<file path="config.mk">
export PLATFORM = sky130hd
export DESIGN_NAME = logo_motion_flat
export DESIGN_NICKNAME = d
export VERILOG_FILES = /design/src/rtl/logo_motion_if.sv /design/src/rtl/logo_motion.sv /design/src/flat_wrapper.sv
export SDC_FILE = /design/constraint.sdc
export NUM_CORES = 1
export LEC_CHECK = 0
export ABC_AREA = 1
export BUFFER_PORTS_ARGS = -buffer_cell sky130_fd_sc_hd__buf_2
export CAP_MARGIN = 20
export CORE_MARGIN = 5
export CORE_UTILIZATION = 56
export DETAILED_ROUTE_END_ITERATION = 10
export GPL_TIMING_DRIVEN = 0
export PLACE_DENSITY = 0.88
export SETUP_SLACK_MARGIN = 0.5
export SYNTH_ARGS = -nofsm -noshare
export SYNTH_HDL_FRONTEND = slang
export SYNTH_SLANG_ARGS = --single-unit
</file>
<file path="constraint.sdc">
create_clock -name clk -period 1.8 [get_ports clk]
set_input_delay 0.45 -clock clk [delete_from_list [all_inputs] [get_ports clk]]
set_output_delay 0.45 -clock clk [all_outputs]
set_load 0.05 [all_outputs]
</file>
<file path="src/rtl/logo_motion_if.sv">
// Scan-position in / logo-position out bundle for logo_motion.
// The scan generator side uses the master modport; logo_motion uses slave.
interface logo_motion_if;
    logic       en;
    logic [9:0] x_px;
    logic [9:0] y_px;
    logic [9:0] x_logo;
    logic [9:0] y_logo;
    logic       dir_x;
    logic       dir_y;
    logic       bounce;

    modport master (
        output en,
        output x_px,
        output y_px,
        input  x_logo,
        input  y_logo,
        input  dir_x,
        input  dir_y,
        input  bounce
    );

    modport slave (
        input  en,
        input  x_px,
        input  y_px,
        output x_logo,
        output y_logo,
        output dir_x,
        output dir_y,
        output bounce
    );
endinterface

</file>
<file path="src/rtl/logo_motion.sv">
// Bouncing-logo position generator.
// Watches the scan position for the last visible pixel. Once every FRAME_DIV frames
// it moves the logo's top-left corner by (STEP_X, STEP_Y), reflecting off the screen
// edges. Moves happen only after the visible frame ends, so scan-out sees a stable
// position.
module logo_motion #(
    parameter int unsigned SCREEN_W  = 640,
    parameter int unsigned SCREEN_H  = 480,
    parameter int unsigned LOGO_W    = 80,
    parameter int unsigned LOGO_H    = 96,
    parameter int unsigned STEP_X    = 1,
    parameter int unsigned STEP_Y    = 1,
    parameter int unsigned X_INIT    = 0,
    parameter int unsigned Y_INIT    = 0,
    parameter int unsigned FRAME_DIV = 1
) (
    input logic          clk,
    input logic          clr,
    logo_motion_if.slave bus
);

    // Positions are compared in 11 bits so x + STEP never wraps.
    localparam logic [10:0] MAX_X    = 11'(SCREEN_W - LOGO_W);
    localparam logic [10:0] MAX_Y    = 11'(SCREEN_H - LOGO_H);
    localparam logic [10:0] STEP_XW  = 11'(STEP_X);
    localparam logic [10:0] STEP_YW  = 11'(STEP_Y);
    localparam logic [9:0]  LAST_X   = 10'(SCREEN_W - 1);
    localparam logic [9:0]  LAST_Y   = 10'(SCREEN_H - 1);
    localparam logic [9:0]  X_RST    = 10'(X_INIT);
    localparam logic [9:0]  Y_RST    = 10'(Y_INIT);
    localparam logic [7:0]  CNT_LAST = 8'(FRAME_DIV - 1);

    typedef enum logic [0:0] {
        StWait,
        StUpdate
    } state_e;

    state_e      state_q, state_d;
    logic        eof, eof_q, tick;
    logic [7:0]  frame_cnt_q, frame_cnt_d;
    logic [9:0]  x_q, x_d;
    logic [9:0]  y_q, y_d;
    logic        dir_x_q, dir_x_d;
    logic        dir_y_q, dir_y_d;
    logic        bounce_q, bounce_d;
    logic        hit_x, hit_y;
    logic [10:0] x_sum, y_sum;

    // Last visible pixel; the edge detect makes a held pixel count as one frame.
    assign eof  = (bus.x_px == LAST_X) && (bus.y_px == LAST_Y);
    assign tick = eof & ~eof_q;

    // Frame divider and WAIT/UPDATE sequencing.
    always_comb begin
        state_d     = state_q;
        frame_cnt_d = frame_cnt_q;
        unique case (state_q)
            StWait: begin
                if (tick && bus.en) begin
                    if (frame_cnt_q == CNT_LAST) begin
                        frame_cnt_d = '0;
                        state_d     = StUpdate;
                    end else begin
                        frame_cnt_d = frame_cnt_q + 8'd1;
                    end
                end
            end
            StUpdate: begin
                state_d = StWait;
            end
        endcase
    end

    // Horizontal step with reflection at 0 and MAX_X.
    always_comb begin
        x_d     = x_q;
        dir_x_d = dir_x_q;
        hit_x   = 1'b0;
        x_sum   = {1'b0, x_q} + STEP_XW;
        if (state_q == StUpdate) begin
            if (dir_x_q) begin
                if (x_sum >= MAX_X) begin
                    x_d     = MAX_X[9:0];
                    dir_x_d = 1'b0;
                    hit_x   = 1'b1;
                end else begin
                    x_d = x_sum[9:0];
                end
            end else begin
                if ({1'b0, x_q} <= STEP_XW) begin
                    x_d     = '0;
                    dir_x_d = 1'b1;
                    hit_x   = 1'b1;
                end else begin
                    x_d = x_q - STEP_XW[9:0];
                end
            end
        end
    end

    // Vertical step with reflection at 0 and MAX_Y.
    always_comb begin
        y_d     = y_q;
        dir_y_d = dir_y_q;
        hit_y   = 1'b0;
        y_sum   = {1'b0, y_q} + STEP_YW;
        if (state_q == StUpdate) begin
            if (dir_y_q) begin
                if (y_sum >= MAX_Y) begin
                    y_d     = MAX_Y[9:0];
                    dir_y_d = 1'b0;
                    hit_y   = 1'b1;
                end else begin
                    y_d = y_sum[9:0];
                end
            end else begin
                if ({1'b0, y_q} <= STEP_YW) begin
                    y_d     = '0;
                    dir_y_d = 1'b1;
                    hit_y   = 1'b1;
                end else begin
                    y_d = y_q - STEP_YW[9:0];
                end
            end
        end
    end

    // A corner hit sets both flags but still yields a single pulse.
    always_comb begin
        bounce_d = hit_x | hit_y;
    end

    // State registers; clr wins over everything, including an in-flight update.
    always_ff @(posedge clk) begin
        if (!clr) begin
            state_q     <= StWait;
            eof_q       <= 1'b0;
            frame_cnt_q <= '0;
            x_q         <= X_RST;
            y_q         <= Y_RST;
            dir_x_q     <= 1'b1;
            dir_y_q     <= 1'b1;
            bounce_q    <= 1'b0;
        end else begin
            state_q     <= state_d;
            eof_q       <= eof;
            frame_cnt_q <= frame_cnt_d;
            x_q         <= x_d;
            y_q         <= y_d;
            dir_x_q     <= dir_x_d;
            dir_y_q     <= dir_y_d;
            bounce_q    <= bounce_d;
        end
    end

    // Position must stay inside the reachable window.
    always_ff @(posedge clk) begin
        if (clr) begin
            assert ({1'b0, x_q} <= MAX_X);
            assert ({1'b0, y_q} <= MAX_Y);
        end
    end

    assign bus.x_logo = x_q;
    assign bus.y_logo = y_q;
    assign bus.dir_x  = dir_x_q;
    assign bus.dir_y  = dir_y_q;
    assign bus.bounce = bounce_q;

endmodule

</file>
<file path="src/flat_wrapper.sv">
// flat-port wrapper written by rule: the top's interface ports become plain ports
module logo_motion_flat 
#(
    parameter int unsigned SCREEN_W  = 640,
    parameter int unsigned SCREEN_H  = 480,
    parameter int unsigned LOGO_W    = 80,
    parameter int unsigned LOGO_H    = 96,
    parameter int unsigned STEP_X    = 1,
    parameter int unsigned STEP_Y    = 1,
    parameter int unsigned X_INIT    = 0,
    parameter int unsigned Y_INIT    = 0,
    parameter int unsigned FRAME_DIV = 1
)
  (clk, clr, bus_en, bus_x_px, bus_y_px, bus_x_logo, bus_y_logo, bus_dir_x, bus_dir_y, bus_bounce);
  logo_motion_if bus_i ();
  input logic clk;
  input logic clr;
  input wire logic [$bits(bus_i.en)-1:0] bus_en;
  input wire logic [$bits(bus_i.x_px)-1:0] bus_x_px;
  input wire logic [$bits(bus_i.y_px)-1:0] bus_y_px;
  output wire logic [$bits(bus_i.x_logo)-1:0] bus_x_logo;
  output wire logic [$bits(bus_i.y_logo)-1:0] bus_y_logo;
  output wire logic [$bits(bus_i.dir_x)-1:0] bus_dir_x;
  output wire logic [$bits(bus_i.dir_y)-1:0] bus_dir_y;
  output wire logic [$bits(bus_i.bounce)-1:0] bus_bounce;
  assign bus_i.en = bus_en;
  assign bus_i.x_px = bus_x_px;
  assign bus_i.y_px = bus_y_px;
  assign bus_x_logo = bus_i.x_logo;
  assign bus_y_logo = bus_i.y_logo;
  assign bus_dir_x = bus_i.dir_x;
  assign bus_dir_y = bus_i.dir_y;
  assign bus_bounce = bus_i.bounce;
  logo_motion #(.SCREEN_W(SCREEN_W), .SCREEN_H(SCREEN_H), .LOGO_W(LOGO_W), .LOGO_H(LOGO_H), .STEP_X(STEP_X), .STEP_Y(STEP_Y), .X_INIT(X_INIT), .Y_INIT(Y_INIT), .FRAME_DIV(FRAME_DIV)) u_core (.clk(clk), .clr(clr), .bus(bus_i));
endmodule
</file>
==> impl_metrics.json, run 1 <==
{
  "syn-instance-count": 399,
  "endpoint_type": "sequential cell input",
  "seq_area_frac_synth": 0.2614,
  "hpwl_mm": 4.977,
  "antenna_found_initial": 0,
  "die_x_um": 77.18,
  "yosys_warnings": 0,
  "htreeDepth": 2,
  "firstError": "[ERROR DPL-0033] detailed placement checks failed during check placement.",
  "pin_count": 46,
  "stop_stage": "global routing (5_1_grt)",
  "hold_buffers": 0,
  "avgSynthCellArea_um2": 6.334,
  "grt_max_degree": 11,
  "ys_top_cells_by_area": "dfxtp_1, nand2_1, inv_1",
  "yosys.area.top_type": "dfxtp_1",
  "rows": 24,
  "cts_buffers": 5,
  "synth_nets": 430,
  "synth_area_um2": 2527,
  "place.gp.congestion": 0.9085,
  "port_buffers": 44,
  "start_util": 0.5805,
  "synth_top_area_share": 0.2614,
  "dieHeight_um": 77.18,
  "grt_repair_worst_endpoint": "u_core.bus.bounce$_SDFF_PN0_/D",
  "status": "did not finish",
  "clockBufferDepth": 2,
  "synth.distinct_cells": 34,
  "clockRootBuffer": "clkbuf_8",
  "ys_ff_latch": 33,
  "cts.sinks": 33
}
## synth_stat cells
cell	number
ha_1	8
nor2_4	2
nand3_2	6
clkinv_1	2
nand3_1	28
nand4_1	10
nor3_4	1
xnor2_1	2
or2_2	1
nand2_1	88
nand2_4	2
nor3_1	13
o21ai_0	29
xor2_1	16
nor3b_1	2
a31oi_1	6
nand2_2	3
buf_4	2
buf_2	1
o21ai_2	2
o211ai_1	1
nor3_2	1
nor4_1	3
inv_2	4
inv_1	43
nor2_1	42
dfxtp_1	33
clkbuf_1	6
nor2_2	3
a21oi_1	32
clkbuf_2	1
o21ai_1	1
o21a_1	3
a21oi_2	2
## stage by stage
| step | TNS [ns] | setup slack, ns | utilization | instance area [um2] | cells |
|---|---|---|---|---|---|
| floorplan | 0 | 0.1881 | - | 2716 | 399 |
| global placement | 0 | 0.008823 | 0.6894 | 3002 | 495 |
| detailed placement | -0.01866 | -0.01866 | 0.6894 | 3002 | 495 |
| CTS | 0 | 0.1713 | 0.8198 | 3570 | 530 |
## logic make-up after synthesis
| logic type | share of synthesized area |
|---|---|
| buf+inv | 0.09158 |
| simple gates | 0.3817 |
| flops | 0.2614 |
| fa+ha+maj | 0.03961 |
| compound gates | 0.1634 |
| xor+xnor | 0.06238 |
## timing repair
item                       in CTS
setup buffers                  26
setup endpoints to repair      56
cloned                          1
pin swaps                      28
resized for setup              84
==> inputs of run 2 (changes only) <==
- CORE_UTILIZATION: 56 -> 40
- PLACE_DENSITY: 0.88 -> unset
- PLACE_DENSITY_LB_ADDON: unset -> 0.15
- SETUP_SLACK_MARGIN: 0.5 -> unset
==> run 2 against run 1 <==
  * The run now ends clean
  * Synthesized area unchanged
  * Synthesized cell count is the same
==> impl_metrics.json, run 2 <==
{
  "period_needed_ns": 1.699,
  "cp.depth": 10,
  "fmax_ghz": 0.5885,
  "fillers": 672,
  "synth_enable_flop_cells": 0,
  "cp.arrival_ns": 1.85,
  "hp-start": "bus_en",
  "pin_count": 46,
  "hold_path.class": "in -> reg",
  "yosys_warnings": 0,
  "grt_pass1_vias": 2522,
  "synth_area_um2": 2527,
  "grt.total_usage": 0.1842,
  "port_buffers": 44,
  "cts.sinks": 33,
  "grt_max_degree": 11,
  "gr-total-overflow": 0,
  "area_growth_pct": 22.62,
  "vdd_drop_max_mv": 0.3506,
  "ys_top_cells_by_area": "dfxtp_1, nand2_1, inv_1",
  "drive_gt1_frac": 0.2587,
  "drtAntennaViolNets": 0,
  "rows": 29,
  "wl_mm": 7.087,
  "avgSynthCellArea_um2": 6.334,
  "worst_pin_slew_ns": 0.6074,
  "clk_latency_ns": 0.28,
  "synth_common_cells": "nand2_1, inv_1, nor2_1, dfxtp_1, a21oi_1",
  "synth_most_common_cell": "nand2_1",
  "drt_iter0_drc": 122,
  "diodes": 0,
  "fin_crit_sh": 0.9439,
  "synth_nets": 430,
  "synth_top_area_share": 0.2614,
  "clockBufferDepth": 2,
  "reg2reg_depth": 10,
  "clkTransAtPathRegs_ns": 0.07,
  "drv_slew": 0,
  "dp_slack_ns": 0.006528,
  "place.gp.congestion": 0.8773,
  "slew_headroom": 0.5951,
  "drv_cap": 0,
  "status": "complete, no violations",
  "hold_depth": 3,
  "ff2ff_setup_slack_ns": 0.10,
  "powerDensity_nw_per_um2": 432.8,
  "dieHeight_um": 89.49,
  "crit_path_frequent_cell": "nand2_1",
  "synthFlopType": "dfxtp_1",
  "cts_tree": "built",
  "cts_buffers": 5,
  "antenna_found_initial": 0,
  "cp_top_family": "simple AND/OR/NAND/NOR gates",
  "clockRootBuffer": "clkbuf_8",
  "cpPeakStageDelay_ns": 0.34,
  "start_util": 0.4050,
  "die_area_um2": 8008,
  "syn-instance-count": 399,
  "postLayoutCellArea_um2": 3099,
  "nets": 490,
  "path_max_fanout": 6,
  "synth.distinct_cells": 34,
  "worstHoldEndpoint": "u_core.frame_cnt_q[7]$_SDFFE_PN0P_",
  "final_common_cell": "nand2_1",
  "wl_per_cell_um": 13.20,
  "cp_cell_sequence": "buf_6 -> nand2_1 -> nor2_4 -> nand3_2 -> nor2_2 -> nand2_1 -> o21ai_2 -> nand2_2 -> o21ai_0 -> o211ai_1",
  "p_leak_nw": 1.460,
  "seq_area_frac_synth": 0.2614,
  "r2r-end": "u_core.bus.dir_x$_SDFFE_PN1P_",
  "fin_ws_ns": 0.1009,
  "yosys.area.top_type": "dfxtp_1",
  "rsz0062_at_grt": "true",
  "hold_viol": 0,
  "critPathCaptureType": "flop",
  "die_x_um": 89.49,
  "r2r-start": "u_core.bus.x_logo[2]$_SDFFE_PN0P_",
  "drc": 0,
  "htreeDepth": 2,
  "hpwl_mm": 5.130,
  "vias": 2751,
  "firstDrtPassIters": 4,
  "core_area_um2": 6241,
  "final_cell_mix": "nand2_1, buf_2, inv_1, nor2_1, a21oi_1",
  "ys_ff_latch": 33,
  "required_ns": 1.95,
  "crit_path_start_kind": "flop",
  "async_flop_share": 0,
  "finClkSkew_ns": 0.005131,
  "dpl_cell_area_um2": 2860,
  "critPathSlowestCell": "dfxtp_2",
  "crit_type": "reg -> reg",
  "setup_viol": 0,
  "critPathBufInv": 1,
  "hold_buffers": 0,
  "grt_pass1_wl_mm": 11.51,
  "routed_via_density": 5.123
}
run 2: cell counts after synthesis:
Identical to the previous run, type by type.
run 2: kinds of logic (layout without fill, tap and decap cells):
logic type,Yosys count,after routing,share of synthesized area
AOI/OAI and AO/OA,76,76,0.1634
buffers and inverters,59,119,0.09158
and+or+nand+nor,205,206,0.3817
xor gates and xnor gates,18,18,0.06238
adders and majority gates,8,8,0.03961
DFF,33,33,0.2614
run 2: cell type report:
type                    instances  area [um2]  area share
well taps                      77       96.34     0.03109
clock inverters                 2       10.01    0.003230
clock buffers                   6       72.57     0.02342
flip-flops and latches         33       688.2      0.2220
inverters                      49       183.9     0.05935
plain buffers                  10       51.30     0.01655
multi-input cells             308        1717      0.5539
repair buffers                 52       280.3     0.09043
run 2: what timing repair did:
item	4_1_cts	5_1_grt
resized for setup	2	24
setup buffers	0	8
pin swaps	0	8
gates cloned	0	1
setup endpoints to repair	2	20
run 2: layer usage:
layer  vias up  wire length (um)  global-route usage
li1       1436                 -                   -
met1      1242              3292              0.2387
met3         4               381             0.03871
met5         -                 0                   0
met2        69              3357              0.3128
met4         0                56             0.04195
run 2: worst max path at each step:
stage	from	to	slack (ns)
3_3_place_gp	clr	u_core.bus.dir_y$_SDFFE_PN1P_	-0.05
3_5_place_dp	u_core.bus.y_logo[0]$_SDFFE_PN0P_	u_core.bus.y_logo[9]$_SDFFE_PN0P_	0.007
5_1_grt	u_core.bus.x_logo[2]$_SDFFE_PN0P_	u_core.bus.x_logo[8]$_SDFFE_PN0P_	-0.01
6_report	u_core.bus.x_logo[2]$_SDFFE_PN0P_	u_core.bus.dir_x$_SDFFE_PN1P_	0.10
4_1_cts	u_core.bus.y_logo[0]$_SDFFE_PN0P_	u_core.bus.y_logo[0]$_SDFFE_PN0P_	0.02
2_1_floorplan	u_core.bus.x_logo[6]$_SDFFE_PN0P_	u_core.bus.x_logo[4]$_SDFFE_PN0P_	-0.02
run 2: through the flow:
step / instances / total power [mW] / hold WS, ns / utilization / setup TNS, ns
after floorplan: 399 / 0.7704 / 0.4618 / - / -0.02275
after global placement: 520 / 0.8050 / 0.4812 / 0.4583 / -0.1338
after detailed placement: 520 / 0.8051 / 0.4913 / 0.4583 / 0
after CTS: 528 / 1.372 / 0.4649 / 0.4723 / 0
after global routing: 537 / 1.405 / 0.4930 / 0.4966 / -0.03937
final: 537 / 1.341 / 0.4757 / 0.4966 / 0
run 2: power by group:
group          leakage (nW)  switching [mW]  total, mW  internal (mW)
registers             0.274     0.000000508      0.723          0.723
logic                  1.14          0.0342     0.0586         0.0244
clock network        0.0450           0.291      0.559          0.268
total                  1.46           0.325       1.34           1.02
run 2: tightest hold or removal path, stage by stage:
cell     delay (ns)
buf_2          0.12
nand4_1        0.08
a21oi_1        0.06
No activity file was read; power rests on OpenSTA's default activity.
